--- src/rtl/resp_capture_if.sv ---
// Bus bundle between the response-capture stage and whoever drives it:
// session control and serial response in, status and result words out.
interface resp_capture_if #(
    parameter int unsigned LEN_W = 8,
    parameter int unsigned SIG_W = 16
);
    logic             start;
    logic [LEN_W-1:0] len;
    logic             y_in;
    logic             busy;
    logic             done;
    logic [SIG_W-1:0] signature;
    logic [LEN_W-1:0] ones_cnt;
    logic [7:0]       last_bits;

    // Stimulus side (bench or controller)
    modport master (
        output start, len, y_in,
        input  busy, done, signature, ones_cnt, last_bits
    );

    // Capture block side
    modport slave (
        input  start, len, y_in,
        output busy, done, signature, ones_cnt, last_bits
    );
endinterface

--- src/rtl/resp_capture.sv ---
// Response capture: after a start, discards SKIP pipeline cycles, then folds
// len serial samples of y_in into an LFSR signature while counting ones and
// keeping a window of the most recent 8 bits. Results hold in DONE.
module resp_capture #(
    parameter int unsigned      LEN_W = 8,
    parameter int unsigned      SIG_W = 16,
    parameter logic [SIG_W-1:0] POLY  = 16'h1021,
    parameter logic [SIG_W-1:0] SEED  = 16'hFFFF,
    parameter int unsigned      SKIP  = 2
) (
    input logic           clk,
    input logic           rst,
    resp_capture_if.slave bus
);
    localparam int unsigned      SKIP_W    = (SKIP > 0) ? $clog2(SKIP + 1) : 1;
    localparam logic [SKIP_W-1:0] SKIP_INIT = SKIP_W'(SKIP);

    localparam logic [1:0] StIdle    = 2'd0;
    localparam logic [1:0] StSkip    = 2'd1;
    localparam logic [1:0] StCapture = 2'd2;
    localparam logic [1:0] StDone    = 2'd3;

    logic [1:0]        state_q, state_d;
    logic [SKIP_W-1:0] skip_cnt_q, skip_cnt_d;
    logic [LEN_W-1:0]  remain_q, remain_d;   // samples still to take
    logic [SIG_W-1:0]  sig_q, sig_d;
    logic [LEN_W-1:0]  ones_q, ones_d;
    logic [7:0]        last_q, last_d;
    logic              busy_q, busy_d;
    logic              done_q, done_d;
    logic              fb;

    // Next-state: session control, skip countdown and per-sample compression
    always_comb begin
        state_d    = state_q;
        skip_cnt_d = skip_cnt_q;
        remain_d   = remain_q;
        sig_d      = sig_q;
        ones_d     = ones_q;
        last_d     = last_q;
        fb         = sig_q[SIG_W-1] ^ bus.y_in;

        case (state_q)
            StIdle, StDone: begin
                if (bus.start) begin
                    remain_d = bus.len;
                    sig_d    = SEED;
                    ones_d   = '0;
                    last_d   = '0;
                    if (SKIP > 0) begin
                        state_d    = StSkip;
                        skip_cnt_d = SKIP_INIT;
                    end else begin
                        state_d = StCapture;
                    end
                end
            end
            StSkip: begin
                // y_in is still carrying stale data from the upstream pipeline
                skip_cnt_d = skip_cnt_q - SKIP_W'(1);
                if (skip_cnt_q == SKIP_W'(1)) begin
                    state_d = (remain_q == '0) ? StDone : StCapture;
                end
            end
            StCapture: begin
                // remain_q can only be zero here when SKIP is 0 and len was 0
                if (remain_q == '0) begin
                    state_d = StDone;
                end else begin
                    sig_d    = {sig_q[SIG_W-2:0], 1'b0} ^ (fb ? POLY : '0);
                    ones_d   = ones_q + LEN_W'(bus.y_in);
                    last_d   = {last_q[6:0], bus.y_in};
                    remain_d = remain_q - LEN_W'(1);
                    if (remain_q == LEN_W'(1)) begin
                        state_d = StDone;
                    end
                end
            end
            default: state_d = StIdle;
        endcase

        // Status flags are registered copies of the decoded next state
        busy_d = (state_d == StSkip) || (state_d == StCapture);
        done_d = (state_d == StDone);
    end

    // State and result registers; rst aborts any session and wins over start
    always_ff @(posedge clk) begin
        if (rst) begin
            state_q    <= StIdle;
            skip_cnt_q <= '0;
            remain_q   <= '0;
            sig_q      <= SEED;
            ones_q     <= '0;
            last_q     <= '0;
            busy_q     <= 1'b0;
            done_q     <= 1'b0;
        end else begin
            state_q    <= state_d;
            skip_cnt_q <= skip_cnt_d;
            remain_q   <= remain_d;
            sig_q      <= sig_d;
            ones_q     <= ones_d;
            last_q     <= last_d;
            busy_q     <= busy_d;
            done_q     <= done_d;
        end
    end

    assign bus.busy      = busy_q;
    assign bus.done      = done_q;
    assign bus.signature = sig_q;
    assign bus.ones_cnt  = ones_q;
    assign bus.last_bits = last_q;
endmodule

--- src/flat_wrapper.sv ---
// flat-port wrapper written by rule: the top's interface ports become plain ports
module resp_capture_flat 
#(
    parameter int unsigned      LEN_W = 8,
    parameter int unsigned      SIG_W = 16,
    parameter logic [SIG_W-1:0] POLY  = 16'h1021,
    parameter logic [SIG_W-1:0] SEED  = 16'hFFFF,
    parameter int unsigned      SKIP  = 2
)
  (clk, rst, bus_start, bus_len, bus_y_in, bus_busy, bus_done, bus_signature, bus_ones_cnt, bus_last_bits);
  resp_capture_if #(.LEN_W(LEN_W), .SIG_W(SIG_W)) bus_i ();
  input logic clk;
  input logic rst;
  input wire logic [$bits(bus_i.start)-1:0] bus_start;
  input wire logic [$bits(bus_i.len)-1:0] bus_len;
  input wire logic [$bits(bus_i.y_in)-1:0] bus_y_in;
  output wire logic [$bits(bus_i.busy)-1:0] bus_busy;
  output wire logic [$bits(bus_i.done)-1:0] bus_done;
  output wire logic [$bits(bus_i.signature)-1:0] bus_signature;
  output wire logic [$bits(bus_i.ones_cnt)-1:0] bus_ones_cnt;
  output wire logic [$bits(bus_i.last_bits)-1:0] bus_last_bits;
  assign bus_i.start = bus_start;
  assign bus_i.len = bus_len;
  assign bus_i.y_in = bus_y_in;
  assign bus_busy = bus_i.busy;
  assign bus_done = bus_i.done;
  assign bus_signature = bus_i.signature;
  assign bus_ones_cnt = bus_i.ones_cnt;
  assign bus_last_bits = bus_i.last_bits;
  resp_capture #(.LEN_W(LEN_W), .SIG_W(SIG_W), .POLY(POLY), .SEED(SEED), .SKIP(SKIP)) u_core (.clk(clk), .rst(rst), .bus(bus_i));
endmodule
--- config.mk ---
export PLATFORM = sky130hd
export DESIGN_NAME = resp_capture_flat
export DESIGN_NICKNAME = d
export VERILOG_FILES = /design/src/rtl/resp_capture_if.sv /design/src/rtl/resp_capture.sv /design/src/flat_wrapper.sv
export SDC_FILE = /design/constraint.sdc
export NUM_CORES = 1
export LEC_CHECK = 0
export CORE_AREA = 10 10 74 139
export CTS_BUF_LIST = sky130_fd_sc_hd__clkbuf_4 sky130_fd_sc_hd__clkbuf_8
export DETAILED_ROUTE_END_ITERATION = 6
export DIE_AREA = 0 0 84 149
export PLACE_DENSITY = 0.59
export SYNTH_ARGS = -nofsm -noshare
export SYNTH_HDL_FRONTEND = slang
export SYNTH_SLANG_ARGS = --single-unit
--- constraint.sdc ---
create_clock -name clk -period 2.1 [get_ports clk]
set_input_delay 0.21 -clock clk [delete_from_list [all_inputs] [get_ports clk]]
set_output_delay 0.21 -clock clk [all_outputs]
set_load 0.02 [all_outputs]
# [After elaboration in Yosys (flattened, before gate mapping)]
# Index checks and enable logic that the tools add are counted.
[word_totals] reg_bits=46 inputBits=12 out_inout_bits=34 word_cells=51
[op_classes] n_reduce_logical=8 muxes=20 eq_ne=10 addsub=3 bitwise=2
[op_table] operator="8-bit one-hot mux with 2 select lines" n=3
[op_table] operator="8-bit 2-to-1 mux" n=5
[op_table] operator="16-bit 2-to-1 mux" n=2
[op_table] operator="16-bit one-hot mux with 2 select lines" n=1
[op_table] operator="16-bit bitwise XOR" n=1
[op_table] operator="13-bit 2-to-1 mux" n=1
[op_table] operator="2-bit 2-to-1 mux" n=5
[op_table] operator="8-bit by 1-bit adder with 8-bit output" n=1
[op_table] operator="2-bit equality test, second input constant" n=4
[op_table] operator="8-bit by 1-bit equality test with 1-bit output, second input constant" n=1
[op_table] operator="8-bit zero test" n=1
[op_table] operator="8-bit by 1-bit subtractor with 8-bit output, second input constant" n=1
[op_table] operator="2-bit by 1-bit equality test with 1-bit output, second input constant" n=3
[op_table] operator="2-bit one-hot mux with 3 select lines" n=1
[op_table] operator="2-bit != test, second input constant" n=2
[op_table] operator="2-bit one-hot mux with 2 select lines" n=1
[op_table] operator="2-bit nonzero test" n=2
[op_table] operator="3-bit AND reduction" n=1
[op_table] operator="2-bit zero test" n=1
[op_table] operator="2-bit AND reduction" n=1
[op_table] operator="2-bit OR reduction" n=1
[op_table] operator="2-bit by 1-bit subtractor with 2-bit output, second input constant" n=1
[op_table] operator="1-bit logical OR" n=1
[op_table] operator="1-bit 2-to-1 mux" n=1
[op_table] operator="1-bit bitwise XOR" n=1

# [Logic depth before layout (Yosys ltp)]
# Gate-level depths: netlist of the first run.
[logic_depth] ltp_word=6 mapped_depth=9 depth_no_buf=8

# [Least setup slack after synthesis of the first run]
# Ideal clock, no wire load.
[synth_timing] path_kind="register to register" start="reg u_core.state_q[0]" end="reg u_core.remain_q[7]" stages_incl_launch_ff=9 slack_ns=0.189 setup_time_ns=0.130 arrival_time_ns=1.781 path_buffers=2 synth_period_minus_slack_ns=1.911 required_ns=1.970 path_cell_list="dfxtp_1 -> inv_1 -> ha_1 -> buf_4 -> mux2i_1 -> buf_6 -> or4_4 -> o211ai_1 -> o21ai_0"
[synth_via] elab_chain_len=4 word_cells_on_any_way=9 cone_classes="eq/ne: 4; mux: 1; reduce/logical: 4"
[synth_lines] item="start: declaration" line_no="resp_capture.sv:23" source="logic [1:0] state_q, state_d;"
[synth_lines] item="start signal: assignment" line_no="resp_capture.sv:90" source="state_q <= StIdle;"
[synth_lines] item="start signal: assignment" line_no="resp_capture.sv:99" source="state_q <= state_d;"
[synth_lines] item="2-bit equality test / 2-bit zero test (equally long branches)" line_no="resp_capture.sv:43" source="case (state_q)"
[synth_lines] item="2-bit OR reduction" line_no="resp_capture.sv:43"
[synth_lines] item="2-bit != test (no source line) / 2-bit nonzero test (equally long branches)"
[synth_lines] item="3-bit AND reduction (no source line)"
[synth_lines] item="end signal: assignment" line_no="resp_capture.sv:101" source="remain_q <= remain_d;"
[synth_lines] item="end: declaration" line_no="resp_capture.sv:25" source="logic [LEN_W-1:0] remain_q, remain_d;"
# Parallel ways exist; a longest one is shown, timed or not.
# A chain may end at the register's enable or synchronous reset.

# [Final worst setup path of the first run]
[layout_timing] start="reg u_core.state_q[0]" end="reg u_core.ones_q[7] (netlist: u_core.bus.ones_cnt[7])"
[layout_via] elab_chain_len=4 word_cells_on_any_way=9 cone_classes="eq/ne: 4; mux: 1; reduce/logical: 4"
[layout_lines] item="2-bit equality test / 2-bit zero test (equally long branches)" line_no="resp_capture.sv:43"
[layout_lines] item="2-bit OR reduction" line_no="resp_capture.sv:43"
[layout_lines] item="2-bit != test (no source line) / 2-bit nonzero test (equally long branches)"
[layout_lines] item="3-bit AND reduction (no source line)"
[layout_lines] item="end signal: assignment" line_no="resp_capture.sv:103" source="ones_q <= ones_d;"
[layout_lines] item="end: declaration" line_no="resp_capture.sv:27" source="logic [LEN_W-1:0] ones_q, ones_d;"
# Parallel ways exist; a longest one is shown, timed or not.

==> reports/qor.csv, run 1 <==
stage;metric;value;unit
floorplan;die_area;12500;um2
detailed_routing;vias;2043;
clock_network;cts_buffers;5;
global_route;grt_antenna_before_repair;0;
floorplan;start_util;0.274;
worst_hold_path;hold_class;register to register;
sta;clock.fmax;504;MHz
clock_network;cts_max_level;2;
status;status;finished clean;
place;io_buffer_count;45;
detailed_routing;drc;0;
clock_network;ctsLongestPathBuffers;2;
sta;finalHoldViolCount;0;
pwr;pwr-share-comb;0.159;
global_route;grt_pass1_wl;10.3;mm
worst_setup_path;critical_path_required;2.33;ns
final_layout;final_cells;412;
detailed_routing;routed_wirelength;6.12;mm
pwr;switching_share;0.263;
place;placedCellCount;404;
clock_network;cts_sinks;46;
clock_network;path_clk_slew;0.08;ns
sta;final.min_clock_period;1.98;ns
final_layout;multi_input_area;1190;um2
worst_setup_path;crit_path_cell_trace;inv_1 -> ha_1 -> mux2i_2 -> a21o_2 -> or4_1 -> a21oi_2;
clock_network;postCtsSetupBuffers;0;
place;post-dp-hpwl;4.56;mm
logic_synthesis;synth_nets;283;
sta;finalSetupTns;0;ns
worst_setup_path;timing.rr.start;u_core.state_q[0];
worst_hold_path;hold_depth;2;
final_layout;num_antenna_cells;0;
worst_setup_path;ff2ff_path_depth;6;
logic_synthesis;ys_ff_latch;46;
detailed_routing;viasPerCell;4.96;
clock_network;root_buffer;clkbuf_8;
sta;finalSetupViolCount;0;
floorplan;die_w;84;um
run;maxCapViolCount;0;
pwr;leakage;1.07;nW
global_route;grt_max_degree;28;
detailed_routing;dr.pass1.iters;4;
sta;slew_violations;0;
global_route;grt_usage;0.0968;
floorplan;die_h;149;um
logic_synthesis;seq_area_frac_synth;0.415;
logic_synthesis;synth_cells;261;
logic_synthesis;avgSynthCellArea;8.50;um2
final_layout;n_fill_cell;831;
clock_network;cts-hold-fix-buffers;0;
pwr;power_frac_clock;0.352;
detailed_routing;drt_iter0_markers;101;
pwr;powerDensity;643;nW/um2
floorplan;io_pins;46;
worst_setup_path;worstPathArrival;2.21;ns
sta;rsz0062_at_grt;false;
sta;fin_skew;0.00973;ns
pwr;p_seq_frac;0.489;
place;place_congestion;0.867;
sta;tightestPinTransition;0.424;ns
detailed_routing;detail_route.wl_per_cell;14.8;um
final_layout;area.growth.synth_to_final;32.7;%
pwr;switchingPower;0.498;mW
worst_setup_path;end_kind;register;
pwr;irDropWorstVdd;0.000292;V
sta;slew_headroom;0.713;
worst_setup_path;criticalPathCategory;register to register;
final_layout;finish.net_count;335;
detailed_routing;drtAntennaViolNets;0;
worst_setup_path;critical-path-slowest-cell;or4_1;
clock_network;cts_tree;built;
pwr;p_int;1.40;mW
logic_synthesis;yosysWarningCount;0;
logic_synthesis;yosysUniqueCellTypes;45;
clock_network;insertion_delay;0.30;ns
worst_setup_path;critPathMaxStageDelay;0.52;ns
worst_hold_path;min-delay-start;u_core.bus.last_bits[7];
floorplan;fp.coreArea;8120;um2
global_route;first_global_vias;2057;
pwr;finalPower;1.89;mW
logic_synthesis;synth_area;2220;um2
final_layout;drive_gt1_frac;0.108;
worst_setup_path;cp_max_fo;5;
worst_setup_path;start_kind;register;
final_layout;seqCellArea;921;um2
sta;finalCritPeriodShare;0.944;
floorplan;rows;47;
worst_setup_path;crit_path_start;u_core.state_q[0];
global_route;grt_overflow;0;
## flip-flops by register name, summed over array words and instances, names as in the netlist
name	cells
u_core.bus.busy	1
u_core.bus.ones_cnt	8
u_core.bus.signature	16
u_core.remain_q	8
u_core.bus.last_bits	8
u_core.skip_cnt_q	2
u_core.bus.done	1
u_core.state_q	2
## final cells by class
| cell class | instances | area share |
|---|---|---|
| Inverter | 8 | 0.0102 |
| Clock buffer | 6 | 0.0259 |
| Multi-Input combinational cell | 191 | 0.403 |
| Clock inverter | 2 | 0.0127 |
| Sequential cell | 46 | 0.313 |
| Tap cell | 98 | 0.0416 |
| Timing Repair Buffer | 61 | 0.194 |
## stage by stage
stage	util	setup WS, ns	instance area (um2)	hold slack (ns)
after CTS	0.362	0.111	2940	0.466
final	0.363	0.118	2950	0.465
after global routing	0.363	0.00810	2950	0.498
after global placement	0.348	0.137	2820	0.447
after detailed placement	0.348	0.0973	2820	0.451
after floorplan	-	0.189	2220	0.362
## path summary, 6_finish.rpt
path,to,slack [ns]
worst max-delay path,u_core.bus.ones_cnt[7],0.12
worst min-delay path,u_core.bus.last_bits[7],0.47
worst max register to register,u_core.bus.ones_cnt[7],0.12
worst min register to register,u_core.bus.last_bits[7],0.47
## what timing repair did
item / CTS / global route
setup endpoints to repair: 0 / 7
resized for setup: 0 / 2
endpoints found under the hold margin: 0 / 0
## cell families (layout without fill, tap and decap cells)
kind of cell / count (synthesis) / in the layout / share of synthesized area
adder cells (fa/ha/maj): 10 / 10 / 0.0564
flip-flops: 46 / 46 / 0.415
AO/OA/AOI/OAI: 69 / 69 / 0.209
buffers and inverters: 24 / 77 / 0.0536
AND/OR/NAND/NOR: 104 / 104 / 0.233
XOR/XNOR: 6 / 6 / 0.0237
multiplexers: 2 / 2 / 0.00958
## layer usage
metal  wire (um)  track usage  up-vias
li1            -            -     1029
met3         413       0.0356        8
met2        2810        0.151       57
met4          81       0.0278        0
met5           0            0        -
met1        2820        0.121      949
## Yosys cell counts (all sizes together)
cell,number,area (um2)
dfxtp,46,921
nand2,29,109
a21oi,26,138
nor2,22,82.6
nand3,21,105
nor3,13,65.1
ha,10,125
o21bai,10,75.1
buf,9,62.6
inv,8,30.0
clkbuf,7,26.3
o21ai,6,30.0
nor2b,5,31.3
o2bb2ai,5,43.8
xnor2,5,43.8
or4,4,33.8
a211oi,3,22.5
a31oi,3,18.8
nand2b,3,18.8
nor4b,3,47.5
o211ai,3,22.5
o31ai,3,22.5
nor4,2,12.5
o21a,2,15.0
a21o,1,8.76
a221oi,1,15.0
a22o,1,8.76
a32oi,1,8.76
mux2,1,11.3
mux2i,1,10.0
nand4,1,6.26
o22a,1,8.76
o22ai,1,6.26
o32a,1,10.0
o41ai,1,8.76
or3,1,6.26
xor2,1,8.76
## critical path, delay by kind of cell (launching register included)
kind / cells / cell delay [ns]
adder cells (fa/ha/maj): 1 / 0.34
flip-flops: 1 / 0.36
buffers and inverters: 1 / 0.08
AO/OA/AOI/OAI: 2 / 0.40
multiplexers: 1 / 0.21
AND/OR/NAND/NOR: 1 / 0.52
## layout by cell type, fill, tap and decap left out, types with 3 or more instances in the layout
| cell | instances |
|---|---|
| nor2_1 | 22 |
| nand2b_1 | 3 |
| nand2_1 | 29 |
| a31oi_1 | 3 |
| nand3_1 | 21 |
| a21oi_2 | 3 |
| clkbuf_8 | 5 |
| inv_1 | 8 |
| nor2b_1 | 5 |
| nor3_1 | 13 |
| o21bai_1 | 10 |
| o2bb2ai_1 | 5 |
| a21oi_1 | 23 |
| or4_1 | 3 |
| a211oi_1 | 3 |
| xnor2_1 | 5 |
| clkdlybuf4s50_1 | 45 |
| o21ai_0 | 4 |
| o211ai_1 | 3 |
| buf_4 | 16 |
| dfxtp_1 | 46 |
| o31ai_1 | 3 |
| ha_1 | 10 |
## power by group through the flow
| stage | clock network [mW] | registers (mW) | logic [mW] |
|---|---|---|---|
| 3_3_place_gp | 0 | 0.944 | 0.295 |
| 2_1_floorplan | 0 | 0.948 | 0.191 |
| 5_1_grt | 0.715 | 0.929 | 0.333 |
| 4_1_cts | 0.683 | 0.925 | 0.300 |
| 6_report | 0.667 | 0.926 | 0.302 |
| 3_5_place_dp | 0 | 0.945 | 0.298 |
Power figures use the tool's default switching activity.
==> inputs of run 2 (changes only) <==
--- a/config.mk
+++ b/config.mk
@@ -5,8 +5,9 @@
 export SDC_FILE = /design/constraint.sdc
 export NUM_CORES = 1
 export LEC_CHECK = 0
+export CAP_MARGIN = 25
 export CORE_AREA = 10 10 74 139
-export CTS_BUF_LIST = sky130_fd_sc_hd__clkbuf_4 sky130_fd_sc_hd__clkbuf_8
+export CTS_BUF_LIST = sky130_fd_sc_hd__clkbuf_2
 export DETAILED_ROUTE_END_ITERATION = 6
 export DIE_AREA = 0 0 84 149
 export PLACE_DENSITY = 0.59
==> constraint.sdc (replaced) <==
create_clock -name clk -period 2.1 [get_ports clk]
set_input_delay 0.63 -clock clk [delete_from_list [all_inputs] [get_ports clk]]
set_output_delay 0.63 -clock clk [all_outputs]
set_load 0.02 [all_outputs]
==> run 2 against run 1 <==
Net effect: die area stayed put; sequential share of layout area rose by 0.50 points; non-clock buffer count rose by 4; fmax increased by 0.34%; worst setup slack better by 0.0067 ns; largest cell class unchanged; highest routed layer unchanged.
==> reports/qor.csv, run 2 (synthesis gave the netlist of run 1 again) <==
stage;metric;value;unit
clock_network;cts_tree;built;
sta;finalCritPeriodShare;0.941;
final_layout;num_antenna_cells;0;
clock_network;ctsLongestPathBuffers;2;
pwr;leakage;1.16;nW
worst_setup_path;critical_path_required;2.48;ns
sta;rsz0062_at_grt;false;
clock_network;insertion_delay;0.45;ns
detailed_routing;routed_wirelength;6.02;mm
floorplan;fp.coreArea;8120;um2
clock_network;cts_max_level;2;
worst_hold_path;hold_depth;2;
pwr;finalPower;1.76;mW
pwr;powerDensity;606;nW/um2
worst_setup_path;worstPathArrival;2.36;ns
detailed_routing;viasPerCell;4.92;
global_route;grt_pass1_wl;10.4;mm
floorplan;die_area;12500;um2
sta;slew_violations;0;
worst_setup_path;ff2ff_path_depth;6;
detailed_routing;vias;2045;
sta;finalHoldViolCount;0;
global_route;first_global_vias;2071;
final_layout;area.growth.synth_to_final;30.9;%
place;io_buffer_count;45;
worst_setup_path;start_kind;register;
final_layout;n_fill_cell;837;
global_route;grt_antenna_before_repair;0;
final_layout;seqCellArea;923;um2
sta;holdWs;0.475;ns
worst_setup_path;end_kind;register;
global_route;grt_overflow;0;
sta;tightestPinTransition;0.405;ns
sta;fin_skew;0.0206;ns
sta;final.min_clock_period;1.98;ns
clock_network;cts_buffers;5;
final_layout;final_common_cell;dfxtp_1;
global_route;grt_usage;0.0988;
run;maxCapViolCount;0;
worst_hold_path;hold_class;register to register;
final_layout;finish.net_count;339;
floorplan;die_h;149;um
floorplan;rows;47;
pwr;irDropWorstVdd;0.000419;V
global_route;grt_max_degree;41;
final_layout;largest_reg_flops;16;
status;status;finished clean;
floorplan;start_util;0.274;
final_layout;most-common-layout-cells;44 x dfxtp_1, 32 x dlygate4sd2_1, 29 x nand2_1;
worst_setup_path;criticalPathCategory;register to register;
clock_network;path_clk_slew;0.25;ns
final_layout;multi_input_area;1180;um2
clock_network;cts_resized;33;
detailed_routing;drtAntennaViolNets;0;
detailed_routing;drc;0;
detailed_routing;dr.pass1.iters;4;
detailed_routing;detail_route.wl_per_cell;14.5;um
final_layout;final_cells;416;
place;place_congestion;0.843;
clock_network;root_buffer;clkbuf_2;
floorplan;io_pins;46;
clock_network;postCtsSetupBuffers;0;
worst_setup_path;cp_max_fo;7;
sta;slew_headroom;0.728;
floorplan;die_w;84;um
clock_network;cts_sinks;46;
place;post-dp-hpwl;4.42;mm
sta;clock.fmax;506;MHz
place;placedCellCount;408;
sta;finalSetupViolCount;0;
clock_network;cts-hold-fix-buffers;0;
detailed_routing;drt_iter0_markers;153;
final_layout;drive_gt1_frac;0.119;
==> run 2: changes by cell type in the layout (fill, tap and decap cells not counted), moves of 3 or more <==
cell	previous run	this run
dlygate4sd2_1	0	32
clkdlybuf4s50_1	45	11
buf_4	16	19
clkbuf_8	5	0
clkbuf_2	0	5
==> run 2: layout make-up <==
cell class,count,share of cell area
Multi-Input combinational cell,191,0.406
Timing Repair Buffer,65,0.199
Tap cell,98,0.0422
Clock buffer,5,0.00861
Clock inverter,3,0.0164
Sequential cell,46,0.318
Inverter,8,0.0103
==> run 2: path summary, 6_finish.rpt <==
kind / start / endpoint / slack (ns)
setup / recovery: u_core.state_q[0] / u_core.bus.ones_cnt[6] / 0.12
hold / removal: u_core.bus.last_bits[7] / u_core.bus.last_bits[7] / 0.48
hold reg to reg: u_core.bus.last_bits[7] / u_core.bus.last_bits[7] / 0.48
setup reg to reg: u_core.state_q[0] / u_core.bus.ones_cnt[6] / 0.12
==> run 2: where the power goes <==
group	switching [mW]	internal, mW	leakage [nW]
clock	0.321	0.211	0.0440
combinational	0.169	0.130	0.742
sequential	0.0275	0.902	0.375
total	0.518	1.24	1.16
==> run 2: layer usage <==
metal	global-route usage	vias to the layer above	wire (um)
met2	0.154	58	2820
met1	0.121	947	2720
met3	0.0388	5	405
li1	-	1035	-
met5	0	-	0
met4	0.0320	0	66
==> run 2: per-stage QoR <==
| step | setup slack [ns] | util | setup TNS [ns] | instance area (um2) |
|---|---|---|---|---|
| after floorplan | 0.189 | - | 0 | 2220 |
| after global placement | -0.129 | 0.353 | -0.824 | 2870 |
| after detailed placement | -0.195 | 0.353 | -1.21 | 2870 |
| after CTS | 0.0339 | 0.357 | 0 | 2900 |
| after global routing | 0.0121 | 0.358 | 0 | 2910 |
| final | 0.124 | 0.358 | 0 | 2910 |
==> run 2: critical path: stages (launching register included) <==
cell and delay (ns):
dfxtp_1 0.40, inv_1 0.08, ha_1 0.32, mux2i_1 0.17, a21o_2 0.27, or4_1 0.50
a21oi_1 0.18
